### config.mk
export PLATFORM = sky130hd
export DESIGN_NAME = stripe_scheduler
export DESIGN_NICKNAME = d
export VERILOG_FILES = /design/src/rtl/byte_strip_pkg.sv /design/src/rtl/skp_timer.sv /design/src/rtl/stripe_scheduler.sv
export SDC_FILE = /design/constraint.sdc
export NUM_CORES = 1
export LEC_CHECK = 0
export ABC_AREA = 0
export CAP_MARGIN = 25
export CORE_ASPECT_RATIO = 1.5
export CORE_UTILIZATION = 47
export DETAILED_ROUTE_END_ITERATION = 6
export GPL_TIMING_DRIVEN = 0
export PLACE_DENSITY_LB_ADDON = 0.08
export SYNTH_ARGS = -nofsm -noshare
export SYNTH_HDL_FRONTEND = slang
export SYNTH_SLANG_ARGS = --single-unit
export TNS_END_PERCENT = 1
### constraint.sdc
create_clock -name i_clk -period 1.7 [get_ports i_clk]
set_input_delay 0.425 -clock i_clk [delete_from_list [all_inputs] [get_ports i_clk]]
set_output_delay 0.425 -clock i_clk [all_outputs]
set_load 0.005 [all_outputs]
### src/rtl/byte_strip_pkg.sv
// rtl/byte_strip_pkg.sv - framing symbols and scheduler state encoding shared by the striper front end
package byte_strip_pkg;

    localparam logic [7:0] SYM_STP   = 8'hfb;
    localparam logic [7:0] SYM_SDP   = 8'h5c;
    localparam logic [7:0] SYM_END   = 8'hfd;
    localparam logic [7:0] SYM_EDB   = 8'hfe;
    localparam logic [7:0] SYM_COM   = 8'hbc;
    localparam logic [7:0] SYM_SKP   = 8'h1c;
    localparam logic [7:0] SYM_IDL   = 8'h7c;
    localparam logic [7:0] IDLE_DATA = 8'h00;

    typedef enum logic [1:0] {
        ST_IDLE,
        ST_PAYLOAD,
        ST_PAD,
        ST_SKPOS
    } sched_state_t;

endpackage

### src/rtl/skp_timer.sv
// rtl/skp_timer.sv - slot counter that raises a pending SKP request every SKP_INTERVAL slots
module skp_timer #(
    parameter int SKP_INTERVAL = 64
) (
    input  logic i_clk,
    input  logic i_reset,
    input  logic i_slot_end,
    input  logic i_clear,
    output logic o_pending
);

    localparam int CW = $clog2(SKP_INTERVAL);
    localparam logic [CW-1:0] COUNT_LAST = CW'(SKP_INTERVAL - 1);

    logic [CW-1:0] r_count;
    logic          r_pending;
    logic          w_wrap;

    assign w_wrap    = i_slot_end && (r_count == COUNT_LAST);
    assign o_pending = r_pending;

    always_ff @(posedge i_clk) begin
        if (i_reset) begin
            r_count   <= '0;
            r_pending <= 1'b0;
        end else begin
            if (i_slot_end) begin
                r_count <= w_wrap ? '0 : r_count + CW'(1);
            end
            // set happens on a slot's last lane, clear on lane 0, so they never collide
            if (w_wrap) begin
                r_pending <= 1'b1;
            end else if (i_clear) begin
                r_pending <= 1'b0;
            end
        end
    end

endmodule

### src/rtl/stripe_scheduler.sv
// rtl/stripe_scheduler.sv - TLP/DLLP framing scheduler feeding the byte striper one symbol per clock
module stripe_scheduler
    import byte_strip_pkg::*;
#(
    parameter int LANES        = 4,
    parameter int BITS         = 8,
    parameter int SKP_INTERVAL = 64
) (
    input  logic                      i_clk,
    input  logic                      i_reset,
    input  logic                      i_tlp_req,
    input  logic [BITS-1:0]           i_tlp_data,
    input  logic                      i_tlp_last,
    input  logic                      i_tlp_abort,
    output logic                      o_tlp_ack,
    input  logic                      i_dllp_req,
    input  logic [BITS-1:0]           i_dllp_data,
    input  logic                      i_dllp_last,
    output logic                      o_dllp_ack,
    output logic [BITS-1:0]           o_d,
    output logic                      o_dk,
    output logic [$clog2(LANES)-1:0]  o_lane_idx,
    output logic                      o_active
);

    localparam int LW = $clog2(LANES);
    localparam logic [LW-1:0] LANE_LAST = LW'(LANES - 1);

    sched_state_t    r_state, w_next_state;
    logic [LW-1:0]   r_lane_nxt, r_lane_idx;
    logic            r_last_dllp, r_abort;
    logic [BITS-1:0] r_d, w_d, w_src_data;
    logic            r_dk, w_dk, r_active, w_active;
    logic            w_lane0, w_lane_last, w_last, w_pick_dllp;
    logic            w_take_grant, w_skp_clear, w_skp_pending;

    // r_last_dllp doubles as the current grant while in PAYLOAD/PAD
    assign w_lane0     = (r_lane_nxt == '0);
    assign w_lane_last = (r_lane_nxt == LANE_LAST);
    assign w_last      = r_last_dllp ? i_dllp_last : i_tlp_last;
    assign w_src_data  = r_last_dllp ? i_dllp_data : i_tlp_data;
    assign w_pick_dllp = i_dllp_req && (!i_tlp_req || !r_last_dllp);
    assign o_tlp_ack   = (r_state == ST_PAYLOAD) && !r_last_dllp && !i_reset;
    assign o_dllp_ack  = (r_state == ST_PAYLOAD) &&  r_last_dllp && !i_reset;

    assign o_d        = r_d;
    assign o_dk       = r_dk;
    assign o_lane_idx = r_lane_idx;
    assign o_active   = r_active;

    skp_timer #(.SKP_INTERVAL(SKP_INTERVAL)) u_skp_timer (
        .i_clk      (i_clk),
        .i_reset    (i_reset),
        .i_slot_end (w_lane_last),
        .i_clear    (w_skp_clear),
        .o_pending  (w_skp_pending)
    );

    always_comb begin
        w_next_state = r_state;
        w_d          = BITS'(IDLE_DATA);
        w_dk         = 1'b1;
        w_active     = 1'b0;
        w_take_grant = 1'b0;
        w_skp_clear  = 1'b0;
        case (r_state)
            ST_IDLE: begin
                if (w_lane0) begin
                    if (w_skp_pending) begin
                        w_d          = BITS'(SYM_COM);
                        w_dk         = 1'b0;
                        w_skp_clear  = 1'b1;
                        w_next_state = ST_SKPOS;
                    end else if (i_tlp_req || i_dllp_req) begin
                        w_d          = w_pick_dllp ? BITS'(SYM_SDP) : BITS'(SYM_STP);
                        w_dk         = 1'b0;
                        w_active     = 1'b1;
                        w_take_grant = 1'b1;
                        w_next_state = ST_PAYLOAD;
                    end
                end
            end
            ST_PAYLOAD: begin
                w_d      = w_src_data;
                w_active = 1'b1;
                if (w_last) begin
                    w_next_state = ST_PAD;
                end
            end
            ST_PAD: begin
                w_active = 1'b1;
                if (w_lane_last) begin
                    w_d          = r_abort ? BITS'(SYM_EDB) : BITS'(SYM_END);
                    w_dk         = 1'b0;
                    w_next_state = ST_IDLE;
                end
            end
            ST_SKPOS: begin
                w_d  = BITS'(SYM_SKP);
                w_dk = 1'b0;
                if (w_lane_last) begin
                    w_next_state = ST_IDLE;
                end
            end
            default: w_next_state = ST_IDLE;
        endcase
    end

    always_ff @(posedge i_clk) begin
        if (i_reset) begin
            r_state     <= ST_IDLE;
            r_lane_nxt  <= '0;
            r_last_dllp <= 1'b1;
            r_abort     <= 1'b0;
            r_d         <= BITS'(IDLE_DATA);
            r_dk        <= 1'b1;
            r_lane_idx  <= LANE_LAST;
            r_active    <= 1'b0;
        end else begin
            r_state    <= w_next_state;
            r_lane_nxt <= r_lane_nxt + LW'(1);
            r_d        <= w_d;
            r_dk       <= w_dk;
            r_lane_idx <= r_lane_nxt;
            r_active   <= w_active;
            if (w_take_grant) begin
                r_last_dllp <= w_pick_dllp;
            end
            if ((r_state == ST_PAYLOAD) && w_last) begin
                r_abort <= !r_last_dllp && i_tlp_abort;
            end
        end
    end

endmodule

# Word-level counts from Yosys, hierarchy flattened
# Cells that the tools add are included.
[word_totals]
reg_bits = 25
inputBits = 23
output_inout_bits = 14
[classes]
n_reduce_logical = 19
add_sub_neg = 2
n_mux = 31
n_eq_ne = 9
[ops]
columns = ["operator", "count"]
rows = [
  ["$mux 8", 6],
  ["$pmux 8 s4", 1],
  ["$mux 1", 14],
  ["$mux 2", 6],
  ["$logic_and 1x1->1", 8],
  ["$add 6x1->6 const B", 1],
  ["$eq 2x2->1 const B", 3],
  ["$eq 6x6->1 const B", 1],
  ["$mux 6", 1],
  ["$pmux 2 s3", 1],
  ["$logic_not 2->1", 2],
  ["$ne 2x2->1 const B", 2],
  ["$reduce_and 4->1", 1],
  ["$reduce_or 2->1", 2],
  ["$logic_not 1->1", 3],
  ["$ne 3x2->1 const B", 1],
  ["$pmux 1 s3", 1],
  ["$add 2x1->2 const B", 1],
  ["$eq 2x1->1 const B", 1],
  ["$logic_or 1x1->1", 2],
  ["$ne 2x1->1 const B", 1],
  ["$pmux 1 s2", 1],
  ["$reduce_bool 2->1", 1],
]

# Logic depth before layout (Yosys ltp)
# Gate-level depths: netlist of the first run.
[depth]
depth_word = 8
depth_mapped = 6
ltp_nobuf = 6

# By module
# A second synthesis of the first run with hierarchy kept.
[unflattened]
hier_cells = 141
area_unflattened_um2 = 1292.5
[modules_own_cells]
columns = ["mod", "cells_each", "n_inst", "area_per_inst_um2"]
rows = [
  ["stripe_scheduler", 110, 1, 984.7],
  ["skp_timer", 31, 1, 307.8],
]

# Worst setup path after synthesis of the first run
# Ideal clock, no wire load.
[synth_path]
path_type = "register to output"
startpoint = "register r_state[1]"
endpoint = "output o_dllp_ack"
stages_incl_launch_ff = 5
path_buffers = 1
path_slack_ps = 279
arrival_ps = 996
cell_sequence = "dfxtp_1 -> inv_1 -> ha_1 -> buf_6 -> nor3b_1"
[synth_via]
elab_chain_len = 3
[synth_rtl]
columns = ["item", "line_no", "rtl"]
rows = [
  ["from (decl)", "stripe_scheduler.sv:29", "sched_state_t r_state, w_next_state;"],
  ["from (signal assigned)", "stripe_scheduler.sv:120", "r_state <= w_next_state;"],
  ["$eq 2x1->1", "stripe_scheduler.sv:44", "assign o_dllp_ack = (r_state == ST_PAYLOAD) && r_last_dllp && !i_reset;"],
  ["$logic_and 1x1->1 (2 in series)", "stripe_scheduler.sv:44", ""],
  ["to (decl)", "stripe_scheduler.sv:19", "output logic o_dllp_ack,"],
]
# No other way between the ends.

# Worst setup path after layout of the first run
[layout_path]
startpoint = "register r_state[1]"
endpoint = "output o_tlp_ack"
[layout_via]
elab_chain_len = 3
[layout_rtl]
columns = ["item", "line_no", "rtl"]
rows = [
  ["$eq 2x1->1", "stripe_scheduler.sv:43", "assign o_tlp_ack = (r_state == ST_PAYLOAD) && !r_last_dllp && !i_reset;"],
  ["$logic_and 1x1->1 (2 in series)", "stripe_scheduler.sv:43", ""],
  ["to (decl)", "stripe_scheduler.sv:15", "output logic o_tlp_ack,"],
]
# No other way between the ends.

==> results of run 1 <==
==> per-layer routing <==
layer / vias to the layer above / global-route usage (%) / wire length (µm)
li1: 594 / - / -
met1: 568 / 21.1 / 1140
met2: 42 / 41.1 / 1670
met3: 6 / 3.52 / 170
met4: 0 / 10.2 / 60
met5: - / 0 / 0
==> cells in the mapped netlist (2+ instances only) <==
| cell type | count | area (µm²) |
|---|---|---|
| buf_6 | 3 | 33.8 |
| inv_1 | 10 | 37.5 |
| nor3b_1 | 2 | 15.0 |
| or2_2 | 2 | 12.5 |
| mux2i_1 | 4 | 40.0 |
| o21ai_0 | 4 | 20.0 |
| a211oi_1 | 3 | 22.5 |
| mux2_2 | 8 | 90.1 |
| a21o_1 | 5 | 37.5 |
| xor2_1 | 3 | 26.3 |
| a21oi_1 | 10 | 50.1 |
| o21a_1 | 2 | 15.0 |
| nand2_1 | 14 | 52.6 |
| ha_1 | 9 | 113 |
| and3_1 | 2 | 12.5 |
| o211ai_1 | 3 | 22.5 |
| dfxtp_1 | 25 | 500 |
| nand4_1 | 2 | 12.5 |
| nor2b_1 | 2 | 12.5 |
| nor3_1 | 2 | 10.0 |
| nor2_1 | 8 | 30.0 |
==> report_power, final <==
part	switching (mW)	leakage, nW	total (mW)	internal, mW
clock	0.182	0.0228	0.349	0.167
combinational	0.447	0.496	0.933	0.487
sequential	0.0501	0.206	0.730	0.680
==> cell type report <==
type	count	area [µm²]	area share, %
sequential	25	507	27.7
buffer	5	32.5	1.78
tap	37	46.3	2.53
clock buffer	4	45.0	2.47
timing repair buffer	42	404	22.1
inverter	10	37.5	2.05
multi-input combinational	101	754	41.3
==> worst paths after layout <==
| path | endpoint | slack [ns] | depth (start not counted) |
|---|---|---|---|
| max | o_tlp_ack | 0.05 | 4 |
| min reg2reg | u_skp_timer.r_count[0] | 0.51 | 2 |
| max reg2reg | u_skp_timer.r_count[0] | 0.15 | 5 |
| min | r_lane_nxt[1] | 0.35 | 2 |
==> kinds of logic after synthesis <==
logic type	count (synthesis)	share of synthesized area, %
AOI/OAI and AO/OA	38	19.8
and+or+nand+nor	38	14.1
DFF	25	38.0
buffers and inverters	17	7.02
muxes	12	9.87
adders and majority gates	9	8.54
xor gates and xnor gates	4	2.66
==> critical path, delay by kind of cell, from the launching register on <==
kind | cells | cell delay, ns
and+or+nand+nor | 1 | 0.17
adders and majority gates | 1 | 0.17
buffers and inverters | 2 | 0.30
DFF | 1 | 0.33
==> registers in the layout, indices dropped and copies added, names as in the netlist <==
signal	flops
u_skp_timer.o_pending	1
r_last_dllp	1
o_d	8
u_skp_timer.r_count	6
o_lane_idx	2
r_state	2
o_dk	1
r_abort	1
o_active	1
r_lane_nxt	2
==> through the flow <==
| stage | total power, mW | TNS [ns] | instance area (µm²) | utilization, % |
|---|---|---|---|---|
| 2_1_floorplan | 1.27 | 0 | 1320 | - |
| 3_3_place_gp | 1.55 | -0.925 | 1720 | 64.1 |
| 3_5_place_dp | 1.57 | -0.985 | 1720 | 64.1 |
| 4_1_cts | 1.98 | 0 | 1810 | 67.5 |
| 5_1_grt | 2.14 | -0.0521 | 1830 | 68.3 |
| 6_report | 2.01 | 0 | 1830 | 68.3 |
==> repair_timing <==
item                                    4_1_cts  5_1_grt
endpoints found under the setup margin        2        3
resized for setup                            14        2
hold buffers                                  0        0
buffers inserted                              5        2
==> impl_metrics.xml, run 1 <==
<?xml version="1.0" encoding="UTF-8"?>
<metrics>
  <group name="pwr">
    <metric name="vdd_drop_max" unit="V">0.000629</metric>
    <metric name="power.density_cell_area" unit="mW/mm²">1100</metric>
    <metric name="power_leakage" unit="nW">0.725</metric>
  </group>
  <group name="hold_path">
    <metric name="min_path_type" unit="">input port to flop</metric>
    <metric name="hold_path.startpoint" unit="">i_reset</metric>
  </group>
  <group name="global_routing">
    <metric name="grt_pass1_vias" unit="">1108</metric>
    <metric name="grt_overflow_total" unit="">0</metric>
    <metric name="pin_count_of_the_biggest_net_entering_global_routing" unit="">15</metric>
    <metric name="grtUsageTotal" unit="%">21.5</metric>
    <metric name="antenna_found_initial" unit="">0</metric>
    <metric name="first_pass_grt_wire_length" unit="µm">4690</metric>
  </group>
  <group name="synth">
    <metric name="synth_enable_flop_cells" unit="">0</metric>
    <metric name="share_of_synthesized_flip_flops_with_an_asynchronous_set_or_reset" unit="%">0</metric>
    <metric name="ys_seq_elements" unit="">25</metric>
    <metric name="synth_seq_area_share" unit="%">38.0</metric>
    <metric name="synthesis.instances" unit="">143</metric>
    <metric name="ys.warnings.count" unit="">0</metric>
    <metric name="syn_nets" unit="">175</metric>
    <metric name="netlist-cell-type-count" unit="">41</metric>
    <metric name="post_synth.cell_area_avg" unit="µm²">9.22</metric>
    <metric name="synth_top_flop_cell" unit="">dfxtp_1</metric>
    <metric name="mappedNetlistArea" unit="mm²">0.00132</metric>
  </group>
  <group name="clock_network">
    <metric name="cts_htree_levels" unit="">1</metric>
    <metric name="tritoncts_clock_tree" unit="">built</metric>
    <metric name="clkLatencyLatePin" unit="ns">0.26</metric>
    <metric name="cts.clk_slew.worst_paths" unit="ns">0.08</metric>
    <metric name="cts-buffers-inserted" unit="">3</metric>
    <metric name="cts_sinks" unit="">25</metric>
    <metric name="clock_path_buffers" unit="">2</metric>
    <metric name="clockRootBuffer" unit="">clkbuf_8</metric>
  </group>
  <group name="timing">
    <metric name="post_route_clock_period_utilization" unit="%">97.1</metric>
    <metric name="worstMarginPinSlew" unit="ns">0.543</metric>
    <metric name="timing.final.setup_violations" unit="">0</metric>
    <metric name="slew_violations" unit="">0</metric>
    <metric name="rsz0062_at_grt" unit="">yes</metric>
    <metric name="timing_hold_violations_final" unit="">0</metric>
    <metric name="slew-limit-headroom" unit="%">63.3</metric>
    <metric name="finClkSkew" unit="ns">0.00262</metric>
    <metric name="achievable-frequency" unit="MHz">606</metric>
    <metric name="setup_slack" unit="ns">0.0491</metric>
    <metric name="hold_slack" unit="ns">0.345</metric>
    <metric name="period_needed" unit="ns">1.65</metric>
  </group>
  <group name="setup_path">
    <metric name="cp_data_required_time" unit="ns">1.27</metric>
    <metric name="timing.critical_path.to_type" unit="">primary output</metric>
    <metric name="slowest_delay" unit="ns">0.33</metric>
    <metric name="crit-reg2reg-launch" unit="">r_lane_nxt[0]</metric>
    <metric name="crit_path_max_fanout" unit="">5</metric>
    <metric name="crit_path_start_kind" unit="">flop</metric>
    <metric name="crit_path_top_delay_cell" unit="">dfxtp_2</metric>
    <metric name="cp_data_arrival_time" unit="ns">1.23</metric>
    <metric name="critPathKind" unit="">flop to primary output</metric>
    <metric name="timing.critical_path.cells" unit="">inv_2 -&gt; ha_4 -&gt; nor3b_4 -&gt; clkdlybuf4s15_1</metric>
    <metric name="worst_setup_path_startpoint" unit="">r_state[1]</metric>
  </group>
  <group name="status">
    <metric name="status" unit="">complete, no violations</metric>
  </group>
  <group name="route">
    <metric name="routed_wirelength" unit="µm">3040</metric>
    <metric name="average_via_count_per_standard_cell" unit="">5.40</metric>
    <metric name="post_drt_wl_per_cell" unit="µm">13.6</metric>
    <metric name="route.vias.total" unit="">1210</metric>
    <metric name="drt_first_pass_iters" unit="">4</metric>
    <metric name="count_of_antenna_violating_nets_left_after_detailed_routing" unit="">0</metric>
    <metric name="first_iter_violations" unit="">31</metric>
    <metric name="drc" unit="">0</metric>
  </group>
  <group name="placed_design">
    <metric name="place_worst_setup_slack" unit="ns">-0.384</metric>
    <metric name="globalplace.congestion" unit="">0.785</metric>
    <metric name="half_perimeter_wire_length_of_the_detailed_placement_result" unit="µm">2280</metric>
    <metric name="place.port_buffers" unit="">35</metric>
    <metric name="dp_cells" unit="">215</metric>
  </group>
  <group name="floorplan">
    <metric name="area_enclosed_by_the_die_boundary" unit="mm²">0.00303</metric>
    <metric name="horizontal_die_dimension" unit="µm">45.3</metric>
    <metric name="initial_utilization" unit="%">49.3</metric>
    <metric name="ioPinCount" unit="">37</metric>
    <metric name="placeableCoreArea" unit="mm²">0.00268</metric>
    <metric name="die_height" unit="µm">66.9</metric>
    <metric name="placement_rows" unit="">23</metric>
  </group>
  <group name="final_layout">
    <metric name="most_common_cell_after_layout_fill_and_taps_aside" unit="">clkdlybuf4s50_1</metric>
    <metric name="final_layout_size_suffix_gt1_share" unit="%">18.2</metric>
    <metric name="antenna_cells" unit="">0</metric>
    <metric name="post_layout_nonfiller_instances" unit="">224</metric>
    <metric name="num-fill-cells" unit="">247</metric>
    <metric name="layout-area-overhead-vs-synth" unit="%">38.5</metric>
    <metric name="nets" unit="">220</metric>
    <metric name="layout_common_cells" unit="">clkdlybuf4s50_1 (33), dfxtp_1 (22), nand2_1 (14)</metric>
  </group>
  <group name="flow_run">
    <metric name="max-cap-violations" unit="">0</metric>
  </group>
</metrics>
Note: power is estimated with default switching activity, not from simulation.
==> run 2: changes to the inputs <==
PLACE_DENSITY = 0.79   (was not set)
PLACE_DENSITY_LB_ADDON = not set   (was 0.08)
==> run 2 against run 1 <==
Critical path depth shrank 1. Clock skew grew 0.0021 ns. First-iteration DRC count grew 29%. Sequential share of layout area shrank 0.24 points. Core utilization grew 0.61 points. Hold slack lost 0.0027 ns. Sequential power grew 0.7%. Worst setup slack lost 0.0034 ns. Die area is the same. Cell area grew 0.89%. Non-clock buffer count grew 3. Power grew 1.5%.
==> impl_metrics.xml, run 2 (same netlist as run 1, synthesis figures left out) <==
<?xml version="1.0" encoding="UTF-8"?>
<metrics>
  <group name="final_layout">
    <metric name="largest_register_ff_count" unit="">8</metric>
    <metric name="layout.core_utilization" unit="%">68.9</metric>
    <metric name="antenna_cells" unit="">0</metric>
    <metric name="num-fill-cells" unit="">230</metric>
    <metric name="most_common_cell_after_layout_fill_and_taps_aside" unit="">clkdlybuf4s50_1</metric>
    <metric name="layout_common_cells" unit="">clkdlybuf4s50_1 (33), dfxtp_1 (22), nand2_1 (14)</metric>
    <metric name="layout-area-overhead-vs-synth" unit="%">39.8</metric>
    <metric name="final_layout_size_suffix_gt1_share" unit="%">21.1</metric>
    <metric name="finish.instance_area" unit="mm²">0.00184</metric>
    <metric name="nets" unit="">223</metric>
  </group>
  <group name="global_routing">
    <metric name="grtUsageTotal" unit="%">21.9</metric>
    <metric name="first_pass_grt_wire_length" unit="µm">4860</metric>
    <metric name="grt_pass1_vias" unit="">1169</metric>
    <metric name="pin_count_of_the_biggest_net_entering_global_routing" unit="">15</metric>
    <metric name="grt_overflow_total" unit="">0</metric>
    <metric name="antenna_found_initial" unit="">0</metric>
  </group>
  <group name="setup_path">
    <metric name="slowest_delay" unit="ns">0.43</metric>
    <metric name="crit-reg2reg-launch" unit="">r_lane_nxt[0]</metric>
    <metric name="crit_path_max_fanout" unit="">10</metric>
    <metric name="timing.critical_path.cells" unit="">clkinvlp_4 -&gt; nor3b_4 -&gt; buf_2</metric>
    <metric name="path_delay_family" unit="">flip-flops</metric>
    <metric name="cp_data_arrival_time" unit="ns">1.23</metric>
    <metric name="crit_path_top_delay_cell" unit="">dfxtp_4</metric>
    <metric name="path_depth" unit="">3</metric>
    <metric name="cp_data_required_time" unit="ns">1.27</metric>
    <metric name="critPathKind" unit="">flop to primary output</metric>
    <metric name="crit_path_start_kind" unit="">flop</metric>
    <metric name="timing.critical_path.to_type" unit="">primary output</metric>
    <metric name="r2r-end" unit="">u_skp_timer.r_count[0]</metric>
    <metric name="regToRegSetupSlack" unit="ns">0.17</metric>
    <metric name="worst-path-buf-inv" unit="">2</metric>
    <metric name="reg2regPathDepth" unit="">5</metric>
  </group>
  <group name="pwr">
    <metric name="power_switching_share" unit="%">33.8</metric>
    <metric name="power.share.sequential" unit="%">36.0</metric>
    <metric name="internal_power" unit="mW">1.35</metric>
    <metric name="power" unit="mW">2.04</metric>
    <metric name="power.density_cell_area" unit="mW/mm²">1110</metric>
    <metric name="power_frac_clock" unit="%">17.0</metric>
    <metric name="vdd_drop_max" unit="V">0.000860</metric>
    <metric name="p_sw" unit="µW">690</metric>
    <metric name="combPwrFrac" unit="%">47.1</metric>
    <metric name="power_leakage" unit="nW">0.730</metric>
  </group>
  <group name="timing">
    <metric name="slew-limit-headroom" unit="%">62.9</metric>
    <metric name="period_needed" unit="ns">1.65</metric>
    <metric name="slew_violations" unit="">0</metric>
    <metric name="timing.final.setup_violations" unit="">0</metric>
    <metric name="rsz0062_at_grt" unit="">no</metric>
    <metric name="worstMarginPinSlew" unit="ns">0.549</metric>
    <metric name="timing_hold_violations_final" unit="">0</metric>
    <metric name="post_route_clock_period_utilization" unit="%">97.3</metric>
    <metric name="finClkSkew" unit="ns">0.00469</metric>
    <metric name="achievable-frequency" unit="MHz">604</metric>
  </group>
  <group name="placed_design">
    <metric name="dpl_cell_area" unit="mm²">0.00172</metric>
    <metric name="globalplace.congestion" unit="">0.838</metric>
    <metric name="half_perimeter_wire_length_of_the_detailed_placement_result" unit="µm">2310</metric>
    <metric name="place.port_buffers" unit="">35</metric>
  </group>
  <group name="clock_network">
    <metric name="postCtsHoldBufs" unit="">0</metric>
    <metric name="cts_htree_levels" unit="">1</metric>
    <metric name="clkLatencyLatePin" unit="ns">0.27</metric>
    <metric name="clockRootBuffer" unit="">clkbuf_8</metric>
    <metric name="cts.clk_slew.worst_paths" unit="ns">0.09</metric>
    <metric name="cts_sinks" unit="">25</metric>
    <metric name="cts-buffers-inserted" unit="">3</metric>
    <metric name="tritoncts_clock_tree" unit="">built</metric>
    <metric name="clock_path_buffers" unit="">2</metric>
  </group>
  <group name="hold_path">
    <metric name="min_path_type" unit="">input port to flop</metric>
    <metric name="hold_path.startpoint" unit="">i_reset</metric>
    <metric name="hold_path_stages" unit="">2</metric>
    <metric name="min_to" unit="">r_lane_nxt[1]</metric>
  </group>
  <group name="route">
    <metric name="drc" unit="">0</metric>
    <metric name="route.vias.total" unit="">1219</metric>
    <metric name="average_via_count_per_standard_cell" unit="">5.37</metric>
    <metric name="drt_first_pass_iters" unit="">6</metric>
    <metric name="post_drt_wl_per_cell" unit="µm">13.8</metric>
    <metric name="routed_wirelength" unit="µm">3140</metric>
    <metric name="count_of_antenna_violating_nets_left_after_detailed_routing" unit="">0</metric>
    <metric name="first_iter_violations" unit="">40</metric>
  </group>
  <group name="floorplan">
    <metric name="initial_utilization" unit="%">49.3</metric>
    <metric name="area_enclosed_by_the_die_boundary" unit="mm²">0.00303</metric>
    <metric name="placeableCoreArea" unit="mm²">0.00268</metric>
    <metric name="horizontal_die_dimension" unit="µm">45.3</metric>
    <metric name="placement_rows" unit="">23</metric>
    <metric name="ioPinCount" unit="">37</metric>
    <metric name="die_height" unit="µm">66.9</metric>
  </group>
  <group name="status">
    <metric name="status" unit="">complete, no violations</metric>
  </group>
  <group name="flow_run">
    <metric name="max-cap-violations" unit="">0</metric>
  </group>
</metrics>
-- run 2: power by group through the flow --
stage | registers (mW) | logic, mW | clock network, mW
final | 0.735 | 0.962 | 0.347
after global routing | 0.743 | 1.04 | 0.376
after CTS | 0.726 | 0.892 | 0.357
after detailed placement | 0.732 | 0.839 | 0
after global placement | 0.729 | 0.814 | 0
after floorplan | 0.735 | 0.535 | 0
-- run 2: what timing repair did --
item                       in CTS  in global routing
buffers inserted                2                  8
resized for setup              16                  4
setup endpoints to repair       2                  3
pin swaps                       0                  1
-- run 2: cell type report --
| type | count | area [µm²] | share of cell area, % |
|---|---|---|---|
| clock inverter | 1 | 5.00 | 0.272 |
| timing repair buffer | 45 | 415 | 22.5 |
| buffer | 5 | 32.5 | 1.77 |
| multi-input combinational | 101 | 754 | 40.9 |
| tap | 37 | 46.3 | 2.51 |
| inverter | 10 | 41.3 | 2.24 |
| clock buffer | 3 | 41.3 | 2.24 |
| sequential | 25 | 507 | 27.5 |
-- run 2: layer usage --
layer | vias up | track usage [%] | part of all wire [%]
met5 | - | 0 | 0
met4 | 0 | 11.4 | 2.0
met3 | 8 | 4.34 | 6.3
met2 | 45 | 43.7 | 56
met1 | 568 | 19.0 | 35
li1 | 598 | - | -
-- run 2: how the worst max path moves through the flow --
stage | endpoint | from
after CTS | o_dllp_ack | r_state[1]
after detailed placement | o_dllp_ack | r_state[1]
after global placement | o_dllp_ack | r_state[1]
after floorplan | o_dllp_ack | r_state[1]
final | o_dllp_ack | r_last_dllp
after global routing | o_dllp_ack | r_last_dllp
-- run 2: metrics by stage --
step,cells,setup TNS [ns],hold WS [ns],setup WS [ns]
2_1_floorplan,143,0,0.463,0.279
3_3_place_gp,215,-0.838,0.479,-0.399
3_5_place_dp,215,-0.974,0.499,-0.427
4_1_cts,221,0,0.341,0.00758
5_1_grt,227,0,0.344,0.00186
6_report,227,0,0.343,0.0457
==> run 3: changes to the inputs <==
SKIP_CTS_REPAIR_TIMING = 1   (was not set)
==> run 3 against run 2 <==
Non-clock buffer count is 4 lower. Hold slack lost 0.00057 ns. Critical endpoint unchanged. Die area stayed put. Critical path depth is 1 higher.
==> impl_metrics.xml, run 3 (same netlist as run 1, synthesis figures left out) <==
<?xml version="1.0" encoding="UTF-8"?>
<metrics>
  <group name="floorplan">
    <metric name="ioPinCount" unit="">37</metric>
    <metric name="area_enclosed_by_the_die_boundary" unit="mm²">0.00303</metric>
    <metric name="placeableCoreArea" unit="mm²">0.00268</metric>
    <metric name="initial_utilization" unit="%">49.3</metric>
    <metric name="placement_rows" unit="">23</metric>
    <metric name="die_height" unit="µm">66.9</metric>
    <metric name="horizontal_die_dimension" unit="µm">45.3</metric>
  </group>
  <group name="pwr">
    <metric name="p_sw" unit="µW">670</metric>
    <metric name="power_switching_share" unit="%">33.5</metric>
    <metric name="power_frac_clock" unit="%">17.4</metric>
    <metric name="power_leakage" unit="nW">0.717</metric>
    <metric name="power.density_cell_area" unit="mW/mm²">1100</metric>
    <metric name="power" unit="mW">2.00</metric>
    <metric name="power.share.sequential" unit="%">36.6</metric>
    <metric name="vdd_drop_max" unit="V">0.000861</metric>
    <metric name="combPwrFrac" unit="%">46.0</metric>
    <metric name="internal_power" unit="mW">1.33</metric>
  </group>
  <group name="route">
    <metric name="average_via_count_per_standard_cell" unit="">5.27</metric>
    <metric name="drc" unit="">0</metric>
    <metric name="post_drt_wl_per_cell" unit="µm">13.4</metric>
    <metric name="count_of_antenna_violating_nets_left_after_detailed_routing" unit="">0</metric>
    <metric name="first_iter_violations" unit="">25</metric>
    <metric name="route.vias.total" unit="">1175</metric>
    <metric name="drt_first_pass_iters" unit="">4</metric>
    <metric name="routed_wirelength" unit="µm">2990</metric>
  </group>
  <group name="timing">
    <metric name="finClkSkew" unit="ns">0.00352</metric>
    <metric name="rsz0062_at_grt" unit="">no</metric>
    <metric name="timing_hold_violations_final" unit="">0</metric>
    <metric name="totalNegativeSetupSlack" unit="ns">0</metric>
    <metric name="period_needed" unit="ns">1.64</metric>
    <metric name="post_route_clock_period_utilization" unit="%">96.6</metric>
    <metric name="achievable-frequency" unit="MHz">609</metric>
    <metric name="timing.final.setup_violations" unit="">0</metric>
    <metric name="worstMarginPinSlew" unit="ns">0.533</metric>
    <metric name="slew_violations" unit="">0</metric>
    <metric name="slew-limit-headroom" unit="%">64.0</metric>
  </group>
  <group name="setup_path">
    <metric name="crit_path_top_delay_cell" unit="">dfxtp_4</metric>
    <metric name="cp_data_arrival_time" unit="ns">1.22</metric>
    <metric name="slowest_delay" unit="ns">0.39</metric>
    <metric name="timing.critical_path.to_type" unit="">primary output</metric>
    <metric name="timing.critical_path.cells" unit="">buf_6 -&gt; inv_2 -&gt; nor3b_4 -&gt; clkbuf_2</metric>
    <metric name="cp_data_required_time" unit="ns">1.27</metric>
    <metric name="critPathKind" unit="">flop to primary output</metric>
    <metric name="regToRegSetupSlack" unit="ns">0.16</metric>
    <metric name="crit_path_start_kind" unit="">flop</metric>
    <metric name="crit_path_max_fanout" unit="">10</metric>
  </group>
  <group name="final_layout">
    <metric name="sequential_cell_area" unit="µm²">507</metric>
    <metric name="layout-area-overhead-vs-synth" unit="%">37.5</metric>
    <metric name="final_layout_size_suffix_gt1_share" unit="%">19.4</metric>
    <metric name="multiInputGateArea" unit="µm²">754</metric>
    <metric name="most_common_cell_after_layout_fill_and_taps_aside" unit="">clkdlybuf4s50_1</metric>
    <metric name="num-fill-cells" unit="">231</metric>
    <metric name="layout_common_cells" unit="">clkdlybuf4s50_1 (33), dfxtp_1 (22), nand2_1 (14)</metric>
    <metric name="nets" unit="">219</metric>
    <metric name="antenna_cells" unit="">0</metric>
    <metric name="largest_register_ff_count" unit="">8</metric>
  </group>
  <group name="hold_path">
    <metric name="min_path_type" unit="">input port to flop</metric>
  </group>
  <group name="clock_network">
    <metric name="clkLatencyLatePin" unit="ns">0.27</metric>
    <metric name="tritoncts_clock_tree" unit="">built</metric>
    <metric name="cts_sinks" unit="">25</metric>
    <metric name="cts.clk_slew.worst_paths" unit="ns">0.09</metric>
    <metric name="cts-buffers-inserted" unit="">3</metric>
    <metric name="clockRootBuffer" unit="">clkbuf_8</metric>
    <metric name="clock_path_buffers" unit="">2</metric>
    <metric name="cts_htree_levels" unit="">1</metric>
  </group>
  <group name="global_routing">
    <metric name="grtUsageTotal" unit="%">21.3</metric>
    <metric name="first_pass_grt_wire_length" unit="µm">4760</metric>
    <metric name="antenna_found_initial" unit="">0</metric>
    <metric name="grt_pass1_vias" unit="">1157</metric>
    <metric name="grt_overflow_total" unit="">0</metric>
    <metric name="pin_count_of_the_biggest_net_entering_global_routing" unit="">15</metric>
  </group>
  <group name="placed_design">
    <metric name="half_perimeter_wire_length_of_the_detailed_placement_result" unit="µm">2310</metric>
    <metric name="globalplace.congestion" unit="">0.838</metric>
    <metric name="place.port_buffers" unit="">35</metric>
  </group>
  <group name="status">
    <metric name="status" unit="">complete, no violations</metric>
  </group>
  <group name="flow_run">
    <metric name="max-cap-violations" unit="">0</metric>
  </group>
</metrics>
==> run 3: routing by layer <==
metal | up-vias | track usage (%) | share of wire, %
met5 | - | 0 | 0
met3 | 6 | 3.52 | 5.0
met2 | 35 | 42.2 | 56
li1 | 589 | - | -
met1 | 545 | 19.2 | 38
met4 | 0 | 10.6 | 1.8
==> run 3: worst paths after layout <==
| check | start | end | depth (start not counted) |
|---|---|---|---|
| min reg2reg | u_skp_timer.r_count[0] | u_skp_timer.r_count[0] | 2 |
| min | i_reset | r_lane_nxt[1] | 2 |
| max | r_last_dllp | o_dllp_ack | 4 |
| max reg2reg | r_lane_nxt[0] | u_skp_timer.r_count[0] | 5 |
==> run 3: power by group through the flow <==
stage / Combinational, mW / Clock (mW) / Sequential (mW)
floorplan: 0.535 / 0 / 0.735
detailed placement: 0.839 / 0 / 0.732
global route: 1.00 / 0.375 / 0.740
global placement: 0.814 / 0 / 0.729
finish: 0.920 / 0.349 / 0.731
CTS: 0.845 / 0.357 / 0.718
==> run 3: through the flow <==
stage               worst slack (ns)  std cells  utilization [%]  cell area (µm²)  hold slack (ns)
finish                        0.0578        223             67.7             1810            0.342
global route                  0.0160        223             67.7             1810            0.345
CTS                           -0.727        219             65.8             1760            0.341
detailed placement            -0.427        215             64.1             1720            0.499
global placement              -0.399        215             64.1             1720            0.479
floorplan                      0.279        143                -             1320            0.463
==> run 3: final cells by class <==
type	instances	share of cell area, %
plain buffers	6	2.42
clock buffers	3	2.28
clock inverters	1	0.276
inverters	10	2.07
multi-input cells	101	41.6
flip-flops and latches	25	28.0
well taps	37	2.55
repair buffers	40	20.8
==> run 3: worst max-delay path: cells and delay by family (launching register included) <==
family | cells | cell delay, ns
buffers and inverters | 3 | 0.36
flip-flops | 1 | 0.39
AND/OR/NAND/NOR | 1 | 0.19
